--- config.mk ---
export PLATFORM = sky130hd
export DESIGN_NAME = f1_reaction_ctrl
export DESIGN_NICKNAME = d
export VERILOG_FILES = /design/src/rtl/f1_reaction_ctrl_pkg.sv /design/src/rtl/f1_reaction_ctrl_tick_gen.sv /design/src/rtl/f1_reaction_ctrl.sv
export SDC_FILE = /design/constraint.sdc
export NUM_CORES = 1
export LEC_CHECK = 0
export ABC_AREA = 1
export BUFFER_PORTS_ARGS = -buffer_cell sky130_fd_sc_hd__buf_2
export CAP_MARGIN = 20
export CORE_UTILIZATION = 55
export DETAILED_ROUTE_END_ITERATION = 6
export PLACE_DENSITY = 0.83
export SYNTH_ARGS = -nofsm -noshare
export SYNTH_HDL_FRONTEND = slang
export SYNTH_SLANG_ARGS = --single-unit
export TNS_END_PERCENT = 50
--- constraint.sdc ---
create_clock -name clk_i -period 2.05 [get_ports clk_i]
set_clock_uncertainty 0.2 [all_clocks]
set_input_delay 0.205 -clock clk_i [delete_from_list [all_inputs] [get_ports clk_i]]
set_output_delay 0.205 -clock clk_i [all_outputs]
set_load 0.005 [all_outputs]
--- src/rtl/f1_reaction_ctrl_pkg.sv ---
// f1_reaction_ctrl_pkg: shared state encoding and light constants for the start-light sequencer
package f1_reaction_ctrl_pkg;
  typedef enum logic [2:0] {IDLE, SEQ, HOLD, MEASURE, DONE} state_t;
  localparam logic [7:0] LIGHTS_ALL_ON = 8'hFF;
endpackage

--- src/rtl/f1_reaction_ctrl_tick_gen.sv ---
// f1_reaction_ctrl_tick_gen: prescaler with sync clear and enable, one-cycle tick every DIV enabled cycles
module f1_reaction_ctrl_tick_gen #(
  parameter int DIV = 4
) (
  input  logic clk_i,
  input  logic rst_ni,
  input  logic clr_i,
  input  logic en_i,
  output logic tick_o
);
  localparam int W = (DIV > 1) ? $clog2(DIV) : 1;
  logic [W-1:0] cnt_q;
  assign tick_o = en_i && !clr_i && (cnt_q == W'(DIV - 1));
  // count 0..DIV-1 while enabled, restart from 0 on clear
  always_ff @(posedge clk_i or negedge rst_ni)
    if (!rst_ni) cnt_q <= '0;
    else if (clr_i) cnt_q <= '0;
    else if (en_i) cnt_q <= tick_o ? '0 : cnt_q + W'(1);
endmodule

--- src/rtl/f1_reaction_ctrl.sv ---
// f1_reaction_ctrl: F1 start-light sequencer with random hold, reaction timing, false-start and timeout detection
module f1_reaction_ctrl
  import f1_reaction_ctrl_pkg::*;
#(
  parameter int TICK_DIV = 28,
  parameter int MS_DIV   = 50,
  parameter int K_W      = 7,
  parameter int RT_W     = 12
) (
  input  logic            clk_i,
  input  logic            rst_ni,
  input  logic            start_i,
  input  logic            button_i,
  input  logic [K_W-1:0]  rand_k_i,
  output logic [7:0]      lights_o,
  output logic            busy_o,
  output logic            result_valid_o,
  output logic [RT_W-1:0] reaction_time_o,
  output logic            false_start_o,
  output logic            timeout_o
);
  localparam logic [RT_W-1:0] RT_MAX = '1;
  state_t          state_q, state_d;
  logic [7:0]      lights_q, lights_d;
  logic [K_W-1:0]  hold_q, hold_d;
  logic [RT_W-1:0] rt_q, rt_d, rtime_q, rtime_d;
  logic            fs_q, fs_d, to_q, to_d, start_q;
  logic            step_tick, ms_tick;
  wire start_rise = start_i && !start_q;
  wire in_run     = (state_q == SEQ) || (state_q == HOLD);
  f1_reaction_ctrl_tick_gen #(.DIV(TICK_DIV)) u_step (
    .clk_i(clk_i), .rst_ni(rst_ni), .clr_i(state_q == IDLE), .en_i(in_run), .tick_o(step_tick)
  );
  f1_reaction_ctrl_tick_gen #(.DIV(MS_DIV)) u_ms (
    .clk_i(clk_i), .rst_ni(rst_ni), .clr_i(state_q != MEASURE), .en_i(state_q == MEASURE), .tick_o(ms_tick)
  );
  assign lights_o        = lights_q;
  assign busy_o          = in_run || (state_q == MEASURE);
  assign result_valid_o  = state_q == DONE;
  assign reaction_time_o = rtime_q;
  assign false_start_o   = fs_q;
  assign timeout_o       = to_q;
  // game sequencing; a button press always takes priority over a tick in the same cycle
  always_comb begin
    state_d  = state_q;
    lights_d = lights_q;
    hold_d   = hold_q;
    rt_d     = rt_q;
    rtime_d  = rtime_q;
    fs_d     = fs_q;
    to_d     = to_q;
    case (state_q)
      IDLE: if (start_rise) begin
        state_d  = SEQ;
        lights_d = 8'h01;
        rtime_d  = '0;
        fs_d     = 1'b0;
        to_d     = 1'b0;
      end
      SEQ, HOLD: if (button_i) begin
        state_d  = DONE;
        lights_d = '0;
        fs_d     = 1'b1;
      end else if (step_tick) begin
        if (state_q == SEQ && lights_q == LIGHTS_ALL_ON) begin
          state_d = HOLD;
          hold_d  = (rand_k_i == '0) ? K_W'(1) : rand_k_i;
        end else if (state_q == SEQ) lights_d = {lights_q[6:0], 1'b1};
        else if (hold_q == K_W'(1)) begin
          state_d  = MEASURE;
          lights_d = '0;
          rt_d     = '0;
        end else hold_d = hold_q - K_W'(1);
      end
      MEASURE: if (button_i) begin
        state_d = DONE;
        rtime_d = rt_q;
      end else if (ms_tick) begin
        rt_d = rt_q + RT_W'(1);
        if (rt_q == RT_MAX - RT_W'(1)) begin
          state_d = DONE;
          rtime_d = RT_MAX;
          to_d    = 1'b1;
        end
      end
      DONE:    state_d = IDLE;
      default: state_d = IDLE;
    endcase
  end
  // state and datapath registers, all cleared asynchronously
  always_ff @(posedge clk_i or negedge rst_ni)
    if (!rst_ni) begin
      state_q  <= IDLE;
      lights_q <= '0;
      hold_q   <= '0;
      rt_q     <= '0;
      rtime_q  <= '0;
      fs_q     <= 1'b0;
      to_q     <= 1'b0;
      start_q  <= 1'b0;
    end else begin
      state_q  <= state_d;
      lights_q <= lights_d;
      hold_q   <= hold_d;
      rt_q     <= rt_d;
      rtime_q  <= rtime_d;
      fs_q     <= fs_d;
      to_q     <= to_d;
      start_q  <= start_i;
    end
endmodule

# After elaboration in Yosys (flattened, before gate mapping)
# Cells that the tools add are included.
dict set report op_classes {
  n_mul 0
  n_addsub 4
  shifts 0
  n_lt_le_gt_ge 0
  mux 47
  bitwise_logic 1
  n_reduce_logical 26
  n_div 0
  eq_ne 29
}
# operator count
set ops {}
lappend ops {{$mux 12} 11}
lappend ops {{$mux 8} 6}
lappend ops {{$pmux 12 s2} 2}
lappend ops {{$mux 7} 4}
lappend ops {{$mux 3} 9}
lappend ops {{$ne 2x2->1 const B} 10}
lappend ops {{$mux 6} 3}
lappend ops {{$pmux 8 s2} 1}
lappend ops {{$mux 5} 3}
lappend ops {{$reduce_and 5->1} 3}
lappend ops {{$add 12x1->12 const B} 1}
lappend ops {{$eq 12x12->1 const B} 1}
lappend ops {{$ne 4x4->1 const B} 3}
lappend ops {{$reduce_bool 2->1} 5}
lappend ops {{$ne 3x3->1 const B} 3}
lappend ops {{$pmux 3 s3} 1}
lappend ops {{$eq 8x8->1 const B} 1}
lappend ops {{$reduce_and 8->1} 1}
lappend ops {{$eq 7x1->1 const B} 1}
lappend ops {{$logic_not 7->1} 1}
lappend ops {{$sub 7x1->7 const B} 1}
lappend ops {{$add 6x1->6 const B} 1}
lappend ops {{$eq 3x2->1 const B} 2}
lappend ops {{$eq 6x6->1 const B} 1}
lappend ops {{other kinds (17)} 32}
dict set report word_totals {
  latch_bits 0
  ram_bits 0
  input_bits 11
  mem_count 0
  register_bits 56
  rom_bits 0
  wordCells 117
}

# Logic depth before layout (Yosys ltp)
dict set report logic_depth {
  depth_word 7
  mapped_depth 12
}

# Hierarchy
# From an unflattened synthesis, not the netlist that was laid out.
dict set report unflattened {
  hier_cells 478
  hier_area_um2 3459.6
}
# mod area_each_um2 seq_area_each_um2 n_inst cells_per_inst
set modules_own_cells {}
lappend modules_own_cells {f1_reaction_ctrl 2763.9 1126.1 1 384}
lappend modules_own_cells {{f1_reaction_ctrl_tick_gen at u_ms} 366.6 150.1 1 51}
lappend modules_own_cells {{f1_reaction_ctrl_tick_gen at u_step} 329.1 125.1 1 43}

# Least setup slack after synthesis
# Ideal clock, no wire load.
dict set report synth_path {
  path_kind {reg-to-reg}
  from {register hold_q[1]}
  to {register rt_q[6]}
  path_buffers 1
  path_stages_with_launch 11
  slack_ns 0.244
  t_required_ns 1.727
  synth_period_minus_slack_ns 1.806
  arrival_ns 1.483
  cell_sequence {dfrtp_1 -> inv_1 -> ha_1 -> inv_1 -> nor2_1 -> nand3_1 -> o21ai_2 -> nand3_4 -> buf_8 -> nand2_2 -> o21ai_2}
}
dict set report synth_via {
  elab_chain_cells 3
}
# item line
set synth_rtl {}
lappend synth_rtl {{from (decl)} f1_reaction_ctrl.sv:25} ;# logic [K_W-1:0] hold_q, hold_d;
lappend synth_rtl {{from (signal assigned)} f1_reaction_ctrl.sv:104} ;# hold_q <= hold_d;
lappend synth_rtl {{$eq 7x1->1} f1_reaction_ctrl.sv:69} ;# else if (hold_q == K_W'(1)) begin
lappend synth_rtl {{$ne 2x2->1 (no source line)} -}
lappend synth_rtl {{$reduce_and 8->1 (no source line)} -}
lappend synth_rtl {{to (signal assigned)} f1_reaction_ctrl.sv:105} ;# rt_q <= rt_d;
lappend synth_rtl {{to (decl)} f1_reaction_ctrl.sv:26} ;# logic [RT_W-1:0] rt_q, rt_d, rtime_q, rtime_d;
# Every way passes these cells.
# A chain may end at the register's enable or synchronous reset.

# Worst setup path after layout
dict set report layout_path {
  from {register state_q[2]}
  to {register rt_q[7]}
}
dict set report layout_via {
  elab_chain_cells 6
  word_cells_on_any_way 24
  cone_classes {eq/ne: 11; mux: 1; reduce/logical: 12}
}
# item line
set layout_rtl {}
lappend layout_rtl {{from (decl)} f1_reaction_ctrl.sv:23} ;# state_t state_q, state_d;
lappend layout_rtl {{from (signal assigned)} f1_reaction_ctrl.sv:102} ;# state_q <= state_d;
lappend layout_rtl {{$ne 3x2->1, or another cell as far along} f1_reaction_ctrl.sv:35} ;# .clk_i(clk_i), .rst_ni(rst_ni), .clr_i(state_q != MEASURE), .en_i(state_q == MEASURE), .tick_o(ms_tick)
lappend layout_rtl {{$logic_not 1->1 / $logic_or 1x1->1 (equally long branches)} {f1_reaction_ctrl_tick_gen.sv:13, f1_reaction_ctrl.sv:30}}
lappend layout_rtl {{$logic_and 1x1->1 (2 in series)} f1_reaction_ctrl_tick_gen.sv:13} ;# assign tick_o = en_i && !clr_i && (cnt_q == W'(DIV - 1));
lappend layout_rtl {{$ne 2x2->1 (no source line) / $ne 2x1->1 (equally long branches)} -}
lappend layout_rtl {{$reduce_and 8->1 (no source line)} -}
# Several ways; a longest one is shown, not always the timed one.

==> results.cfg <==
[global_route]
grt_pass1_wl_mm = 12.32
grt_busiest_layer = met2
grt_use_met2 = 0.4103
grt_max_degree = 57
grt-ovfl-total = 0
use_met1 = 0.3287
first_global_vias = 2834
use_met3 = 0.04114
grtUsageTotal = 0.2472
antenna_found_initial = 0

[power]
p_per_area_nw_per_um2 = 971.6
p_leak_uw = 0.001976
total_power_uw = 3640
peakVddDrop_uv = 494.7

[routing]
drc = 0
drt_iter0_markers = 183
wl_per_cell_um = 12.44
ant_nets = 0
viasPerCell = 5.273
vias = 2995
detail_route.wirelength_mm = 7.067
first_pass_iters = 5

[critical_path]
crit_path_end_kind = flip-flop
cp_max_fo = 14
crit_family = simple AND/OR/NAND/NOR gates
critPathBufInv = 4
path_cells = inv_1 -> nand3_4 -> inv_6 -> nand2_4 -> inv_2 -> nor2_4 -> nand3_4 -> inv_1 -> nand2_1 -> nand2_1
worstPathRequired_ps = 2060
max_stage_delay_ps = 440
critPathKind = reg -> reg
startpoint_type = flip-flop
crit_slowest_cell = dfrtp_1
arrival_ps = 1910

[synth]
synth-seq-cells = 56
ys_seq_area_frac = 0.4244
syn_area_um2 = 3302
yosysTopAreaCellShare = 0.4244
synth_common_cells = nand2_1 (167), dfrtp_1 (56), nor2_1 (46)
synth-edff-count = 0
synth_area_leader_cell = dfrtp_1
netlist_instances = 446
ys_top_cells_by_area = dfrtp_1 (42%), nand2_1 (19%), nor2_1 (5.2%), inv_1 (4.9%), nand3_1 (4.7%)
async_flop_share = 1.000
yosysMostFrequentCell = nand2_1
yosys_warnings = 0
synth_nets = 464
synth_cell_type_count = 35
avgSynthCellArea_um2 = 7.403
synth_top_flop_cell = dfrtp_1

[floorplanning]
die_y_um = 79.48
start_util = 0.5853
io_pins = 35
dieArea_um2 = 6317
core_area_um2 = 5642
rows = 27
chipWidth_um = 79.48

[place]
gp_congestion = 0.8933
pre_cts_slack_ps = 131.8
port_buffers = 34
post-dp-hpwl_mm = 5.060

[clocking]
h-tree-depth = 2
clock-root-buffer = clkbuf_8
cts_sinks = 56
cts_buffers = 5
path_clk_slew_ps = 100
clk_latency_ps = 310
ctsLongestPathBuffers = 2
cts_tree = done

[layout]
diodes = 0
area_delta_synth_final_pct = 13.45
final_nets = 513
drive_above_1_share = 0.1633

[timing]
period_minus_slack_ps = 1899
relSlewSlack = 0.5322
rsz0062_at_grt = false
worst_slew_pin_slew_ps = 701.8
clock.fmax_ghz = 0.5267
period_share = 0.9262
worst_slack_ps = 151.3
setup_tns_ps = 0
timing.final.hold_violations = 0
setup_viol = 0
holdWs_ps = 7.076
drv_slew = 0

[worst_hold_path]
hold_path_class = in -> reg

[run_status]
status = completed

[flow_run]
max_cap_violations = 0
## cells in the final DEF (no fill, tap or decap), types with 9 or more instances in the layout
master	instances
nand2_1	167
dfrtp_1	56
nor2_1	46
inv_1	43
buf_2	34
nand3_1	31
o21ai_0	18
nand4_1	11
xor2_1	9
## state kept, by name, indices dropped and copies added (netlist names)
register         count
rt_q                12
hold_q               7
u_step.cnt_q         5
start_q              1
false_start_o        1
timeout_o            1
u_ms.cnt_q           6
lights_o             8
state_q              3
reaction_time_o     12
## logic make-up (layout without fill, tap and decap cells)
family | count (synthesis) | after routing | share of synthesized area
and+or+nand+nor | 281 | 281 | 0.3869
DFF | 56 | 56 | 0.4244
buffers and inverters | 56 | 106 | 0.06934
AOI/OAI and AO/OA | 36 | 36 | 0.06631
xor gates and xnor gates | 10 | 10 | 0.02653
adders and majority gates | 7 | 7 | 0.02652
## routing by layer
metal | share of wire | wire (um) | up-vias
met5 | 0 | 0 | -
met4 | 0.0093 | 66 | 0
met3 | 0.053 | 378 | 7
met2 | 0.47 | 3307 | 85
met1 | 0.47 | 3314 | 1382
li1 | - | - | 1521
## area by class of cell
type	instances	area (um^2)
fill	475	1896
sequential	56	1401
tap	72	90.09
clock inverter	2	10.01
inverter	52	200.2
timing repair buffer	46	282.8
multi-input combinational	334	1679
clock buffer	6	82.58
## what timing repair did
item                                    CTS  global route
endpoints found under the hold margin    59             0
setup buffers                             0             4
resized for setup                         0             2
hold buffers                              4             0
endpoints found under the setup margin    0             5
## where the power goes
group	leakage, uW	switching [uW]	internal [uW]
registers	0.000758	169	1310
clock network	0.0000510	358	271
logic	0.00117	1010	526
## through the flow
| stage | instance area, um^2 | utilization | cells |
|---|---|---|---|
| after floorplan | 3302 | - | 446 |
| after global placement | 3561 | 0.6312 | 552 |
| after detailed placement | 3561 | 0.6312 | 552 |
| after CTS | 3694 | 0.6547 | 564 |
| after global routing | 3746 | 0.6640 | 568 |
| final | 3746 | 0.6640 | 568 |
## worst min-delay path, stage by stage
cell and delay, ps:
buf_2 90, nand2_1 50, nand2_1 50, nand2_1 40, nand2_1 50
## final timing paths
kind | slack [ps] | from | end | depth (start not counted)
max | 150 | state_q[2] | rt_q[7] | 10
min | 7 | rand_k_i[5] | hold_q[5] | 5
max reg2reg | 150 | state_q[2] | rt_q[7] | 10
min reg2reg | 280 | reaction_time_o[2] | reaction_time_o[2] | 2
max in group asynchronous | 840 | rst_ni | hold_q[2] | 3
min in group asynchronous | 350 | rst_ni | rt_q[6] | 3
No activity file was read; power rests on OpenSTA's default activity.
